<file path="src/rtl/sat_accumulator_pkg.sv">
// Shared definitions for the saturating accumulator: FSM state encodings.
// Width-dependent clamp limits live in sat_step_adder, where WIDTH is known.
package sat_acc_defs;

    localparam logic [1:0] ST_IDLE = 2'd0;
    localparam logic [1:0] ST_ACC  = 2'd1;
    localparam logic [1:0] ST_DONE = 2'd2;

endpackage

</file>
<file path="src/rtl/sat_step_adder.sv">
// One accumulation step: WIDTH-bit add of a and b with signed/unsigned overflow
// detection, clamped to the range limit unless wrap is set.
module sat_step_adder #(
    parameter int WIDTH = 32
) (
    input  logic [WIDTH-1:0] a,
    input  logic [WIDTH-1:0] b,
    input  logic             sig,
    input  logic             wrap,
    output logic [WIDTH-1:0] sum,
    output logic             po,
    output logic             no
);

    localparam logic [WIDTH-1:0] POS_MAX = {1'b0, {(WIDTH-1){1'b1}}};
    localparam logic [WIDTH-1:0] NEG_MAX = {1'b1, {(WIDTH-1){1'b0}}};
    localparam logic [WIDTH-1:0] UNS_MAX = {WIDTH{1'b1}};

    logic [WIDTH:0] raw;

    assign raw = {1'b0, a} + {1'b0, b};

    always_comb begin
        if (sig) begin
            po = !a[WIDTH-1] && !b[WIDTH-1] &&  raw[WIDTH-1];
            no =  a[WIDTH-1] &&  b[WIDTH-1] && !raw[WIDTH-1];
        end else begin
            po = raw[WIDTH];
            no = 1'b0;
        end
        sum = raw[WIDTH-1:0];
        // Flags are reported even in wrap mode; only the clamp is suppressed.
        if (!wrap) begin
            if (po) begin
                sum = sig ? POS_MAX : UNS_MAX;
            end else if (no) begin
                sum = NEG_MAX;
            end
        end
    end

endmodule

</file>
<file path="src/rtl/sat_accumulator.sv">
// Streaming saturating accumulator with valid/ready on both sides.
// Optional macro SAT_ACC_WRAP_MODE_EN adds in_wrap for per-burst modular addition.
module sat_accumulator
    import sat_acc_defs::*;
#(
    parameter int WIDTH = 32,
    parameter int CNT_W = 8
) (
    input  logic             clk,
    input  logic             rst,
    input  logic             in_valid,
    output logic             in_ready,
    input  logic [WIDTH-1:0] in_data,
    input  logic             in_sig,
`ifdef SAT_ACC_WRAP_MODE_EN
    input  logic             in_wrap,
`endif
    input  logic             in_last,
    output logic             out_valid,
    input  logic             out_ready,
    output logic [WIDTH-1:0] out_data,
    output logic             out_po,
    output logic             out_no,
    output logic [CNT_W-1:0] out_cnt
);

    localparam logic [CNT_W-1:0] CNT_MAX = {CNT_W{1'b1}};

    logic [1:0]       state_reg, state_next;
    logic [WIDTH-1:0] acc_reg;
    logic             po_reg, no_reg, sig_reg;
    logic [CNT_W-1:0] cnt_reg, cnt_next;

    logic             accept, first_beat;
    logic [WIDTH-1:0] step_a, step_sum;
    logic             step_sig, step_wrap, step_po, step_no;

    assign in_ready   = (state_reg != ST_DONE) || out_ready;
    assign accept     = in_valid && in_ready;
    // Any beat accepted outside ACC opens a new burst (IDLE, or DONE on the pop cycle).
    assign first_beat = (state_reg != ST_ACC);

    assign step_a   = first_beat ? '0 : acc_reg;
    assign step_sig = first_beat ? in_sig : sig_reg;

`ifdef SAT_ACC_WRAP_MODE_EN
    logic wrap_reg;
    assign step_wrap = first_beat ? in_wrap : wrap_reg;

    always_ff @(posedge clk) begin
        if (rst) begin
            wrap_reg <= 1'b0;
        end else if (accept) begin
            wrap_reg <= step_wrap;
        end
    end
`else
    assign step_wrap = 1'b0;
`endif

    sat_step_adder #(.WIDTH(WIDTH)) u_step (
        .a    (step_a),
        .b    (in_data),
        .sig  (step_sig),
        .wrap (step_wrap),
        .sum  (step_sum),
        .po   (step_po),
        .no   (step_no)
    );

    always_comb begin
        if (first_beat) begin
            cnt_next = CNT_W'(1);
        end else if (cnt_reg == CNT_MAX) begin
            cnt_next = cnt_reg;
        end else begin
            cnt_next = cnt_reg + 1'b1;
        end
    end

    always_comb begin
        state_next = state_reg;
        case (state_reg)
            ST_IDLE, ST_ACC: begin
                if (accept) begin
                    state_next = in_last ? ST_DONE : ST_ACC;
                end
            end
            ST_DONE: begin
                if (accept) begin
                    state_next = in_last ? ST_DONE : ST_ACC;
                end else if (out_ready) begin
                    state_next = ST_IDLE;
                end
            end
            default: state_next = ST_IDLE;
        endcase
    end

    always_ff @(posedge clk) begin
        if (rst) begin
            state_reg <= ST_IDLE;
            acc_reg   <= '0;
            po_reg    <= 1'b0;
            no_reg    <= 1'b0;
            cnt_reg   <= '0;
            sig_reg   <= 1'b0;
        end else begin
            state_reg <= state_next;
            if (accept) begin
                acc_reg <= step_sum;
                po_reg  <= step_po || (!first_beat && po_reg);
                no_reg  <= step_no || (!first_beat && no_reg);
                cnt_reg <= cnt_next;
                sig_reg <= step_sig;
            end
        end
    end

    assign out_valid = (state_reg == ST_DONE);
    assign out_data  = acc_reg;
    assign out_po    = po_reg;
    assign out_no    = no_reg;
    assign out_cnt   = cnt_reg;

endmodule
</file>
<file path="config.mk">
export PLATFORM = sky130hd
export DESIGN_NAME = sat_accumulator
export DESIGN_NICKNAME = d
export VERILOG_FILES = /design/src/rtl/sat_accumulator_pkg.sv /design/src/rtl/sat_step_adder.sv /design/src/rtl/sat_accumulator.sv
export SDC_FILE = /design/constraint.sdc
export NUM_CORES = 1
export LEC_CHECK = 0
export ABC_AREA = 1
export CAP_MARGIN = 40
export CORE_MARGIN = 3
export CORE_UTILIZATION = 40
export DETAILED_ROUTE_END_ITERATION = 10
export DONT_BUFFER_PORTS = 1
export PLACE_DENSITY_LB_ADDON = 0.12
export SYNTH_ARGS = -nofsm -noshare
export SYNTH_HDL_FRONTEND = slang
export SYNTH_SLANG_ARGS = --single-unit
</file>
<file path="constraint.sdc">
create_clock -name clk -period 7.2 [get_ports clk]
set_input_delay 1.8 -clock clk [delete_from_list [all_inputs] [get_ports clk]]
set_output_delay 1.8 -clock clk [all_outputs]
set_load 0.05 [all_outputs]
</file>
==> qor.csv <==
stage;metric;value;unit
run_status;outcome;complete, no violations;
hold_path;hold_class;reg -> reg;
timing;period_minus_slack;3.99;ns
cts;post_cts_buffers;0;
finish;layout_common_cells;nand2_1 (231), inv_1 (168), nor2_1 (83);
place;port_buffers;0;
worst_setup_path;start_kind;input port;
die;dieWidth;122;um
finish;final_layout_size_suffix_gt1_share;19.7;%
global_routing;antenna_found_initial;0;
power;power_leakage;3.11;nW
worst_setup_path;cp.arrival;2.19;ns
die;coreArea;12900;sq um
logic_synthesis;synth_edf_count;0;
worst_setup_path;path_cells;nor2_1 > inv_1;
worst_setup_path;crit_buf_inv;1;
worst_setup_path;required;5.40;ns
logic_synthesis;seq_area_frac_synth;16.7;%
power;intPower;554;uW
routing;totalWireLength;14700;um
worst_setup_path;crit_family;buffers and inverters;
timing;rsz0062_at_grt;false;
logic_synthesis;ys_warn_count;0;
finish;multi_input_area;3570;sq um
power;p_sw;350;uW
routing;ant_nets;0;
logic_synthesis;synth_seq_cells;45;
finish;diodes;0;
logic_synthesis;netlist_top_cells_area;dfxtp_1 (17%), nand2_1 (16%), inv_1 (12%);
worst_setup_path;crit_fanout;4;
die;dieArea;15000;sq um
timing;fin_crit_sh;55.4;%
finish;fin_cells;1075;
finish;largest_reg_flops;32;
logic_synthesis;synth-async-reset-ratio;0;%
power;irDropWorstVdd;0.0732;mV
finish;fillCellCount;1431;
routing;wire_per_inst;13.6;um
power;report.power.total;904;uW
die;fp.dieH;122;um
global_routing;grt_max_degree;40;
routing;drtIter0Drc;255;
global_routing;grt_pass1_vias;4744;
finish;seqCellArea;901;sq um
flow_run;maxCapViolCount;0;
power;p_sw_share;38.7;%
timing;fin_skew;0.0108;ns
place;dp_hpwl;11900;um
cts;clockRootBuffer;clkbuf_16;
routing;drc_errors;0;
timing;maxSlewViolCount;0;
global_routing;grtUsageTotal;19.7;%
place;globalplace.congestion;0.910;
timing;max_freq;251;MHz
cts;postCtsHoldBufs;0;
timing;tightest_slew;0.611;ns
logic_synthesis;syn_inst;908;
cts;htreeDepth;2;
logic_synthesis;synth_top_area_share;16.7;%
die;row_count;41;
worst_setup_path;slowest_stage;inv_1;
die;start_util;41.8;%
routing;vias_per_cell;4.58;
cts;numCtsBuffers;5;
logic_synthesis;dominantRegCellSynth;dfxtp_1;
logic_synthesis;ys_types;37;
global_routing;grt_pass1_wl;23400;um
cts;cts_num_sinks;45;
cts;clkLatencyLatePin;0.30;ns
timing;slew_headroom;59.2;%
worst_setup_path;rrSetupSlack;3.43;ns
logic_synthesis;yosysTopAreaCell;dfxtp_1;
logic_synthesis;mappedNetlistArea;5410;sq um
timing;setup-tns-final;0;ns
timing;hold_violations;0;
logic_synthesis;synth_nets;981;
worst_setup_path;crit_type;in -> out;
timing;fin_ws;3.21;ns
worst_setup_path;critPathCaptureType;output port;
cts;cts.clk_slew.worst_paths;0.07;ns
place;place_ws;2.92;ns
logic_synthesis;postSynthAreaPerCell;5.96;sq um
cts;clock_path_buffers;2;
finish;area_delta_synth_final;5.97;%
place;dp_cells;1067;
routing;first_pass_iters;5;
power;pwr-share-comb;26.7;%
routing;vias;4927;
die;io_pins;82;
timing;setup_viol;0;
worst_setup_path;slowest_delay;0.36;ns
power;power_density;158;nW/um^2
finish;final_common_cell;nand2_1;
finish;nets;975;
cts;cts_tree;done;
power;power_frac_seq;38.5;%
global_routing;grt_overflow;0;
power;p_clk_share;34.8;%
cts;cts_resized;0;
==> per-layer routing <==
metal | share of wire (%) | wire length, um | global-route usage [%]
met1 | 49 | 7140 | 25.8
met2 | 45 | 6600 | 33.6
met3 | 5.5 | 811 | 4.79
met4 | 0.65 | 95 | 2.94
met5 | 0 | 0 | 0
==> layout make-up <==
class | instances | area share (%)
clock inverter | 3 | 1.20
sequential | 45 | 15.7
tap | 172 | 3.76
multi-input combinational | 634 | 62.4
timing repair buffer | 4 | 0.873
inverter | 212 | 13.9
clock buffer | 5 | 2.18
==> cells in the mapped netlist, types with 2 or more instances <==
master    count
a21oi_1      32
a21oi_4       2
and2_1        6
buf_1         4
buf_12        3
buf_6         3
clkbuf_1      6
dfxtp_1      45
ha_1         34
inv_1       168
inv_2        44
nand2_1     231
nand2_2      14
nand2_4      33
nand3_1      29
nand3_2       4
nand3_4       2
nand3b_1      6
nand4_1      11
nor2_1       83
nor2_2       61
nor2_4        4
nor3_1        7
o21ai_0      46
o21bai_1      3
xnor2_1      16
==> path summary, 6_finish.rpt <==
kind / from / to / cells past startpoint
max: out_ready / in_ready / 2
min: sig_reg / sig_reg / 2
max reg2reg: state_reg[0] / out_data[5] / 21
min reg2reg: sig_reg / sig_reg / 2
==> logic make-up (layout without fill, tap and decap cells) <==
group / Yosys count / after routing / synth area share [%]
AND/OR/NAND/NOR: 494 / 494 / 46.1
buffers and inverters: 229 / 224 / 17.2
AO/OA/AOI/OAI: 87 / 87 / 8.79
flip-flops: 45 / 45 / 16.7
adder cells (fa/ha/maj): 35 / 35 / 8.24
XOR/XNOR: 17 / 17 / 2.75
multiplexers: 1 / 1 / 0.185
==> through the flow <==
step                      utilization [%]  area (sq um)  hold WS (ns)
final                                44.3          5730         0.555
after global routing                 44.3          5730         0.621
after CTS                            44.3          5730         0.559
after detailed placement             42.8          5540         0.540
after global placement               42.6          5500         0.537
after floorplan                         -          5410         0.503
==> power groups by stage <==
stage	Combinational [mW]	Sequential, mW	Clock [mW]
2_1_floorplan	0.204	0.348	0
3_3_place_gp	0.240	0.355	0
3_5_place_dp	0.241	0.355	0
4_1_cts	0.243	0.349	0.326
5_1_grt	0.272	0.351	0.331
6_report	0.242	0.348	0.315
(Power assumes the default switching activity.)
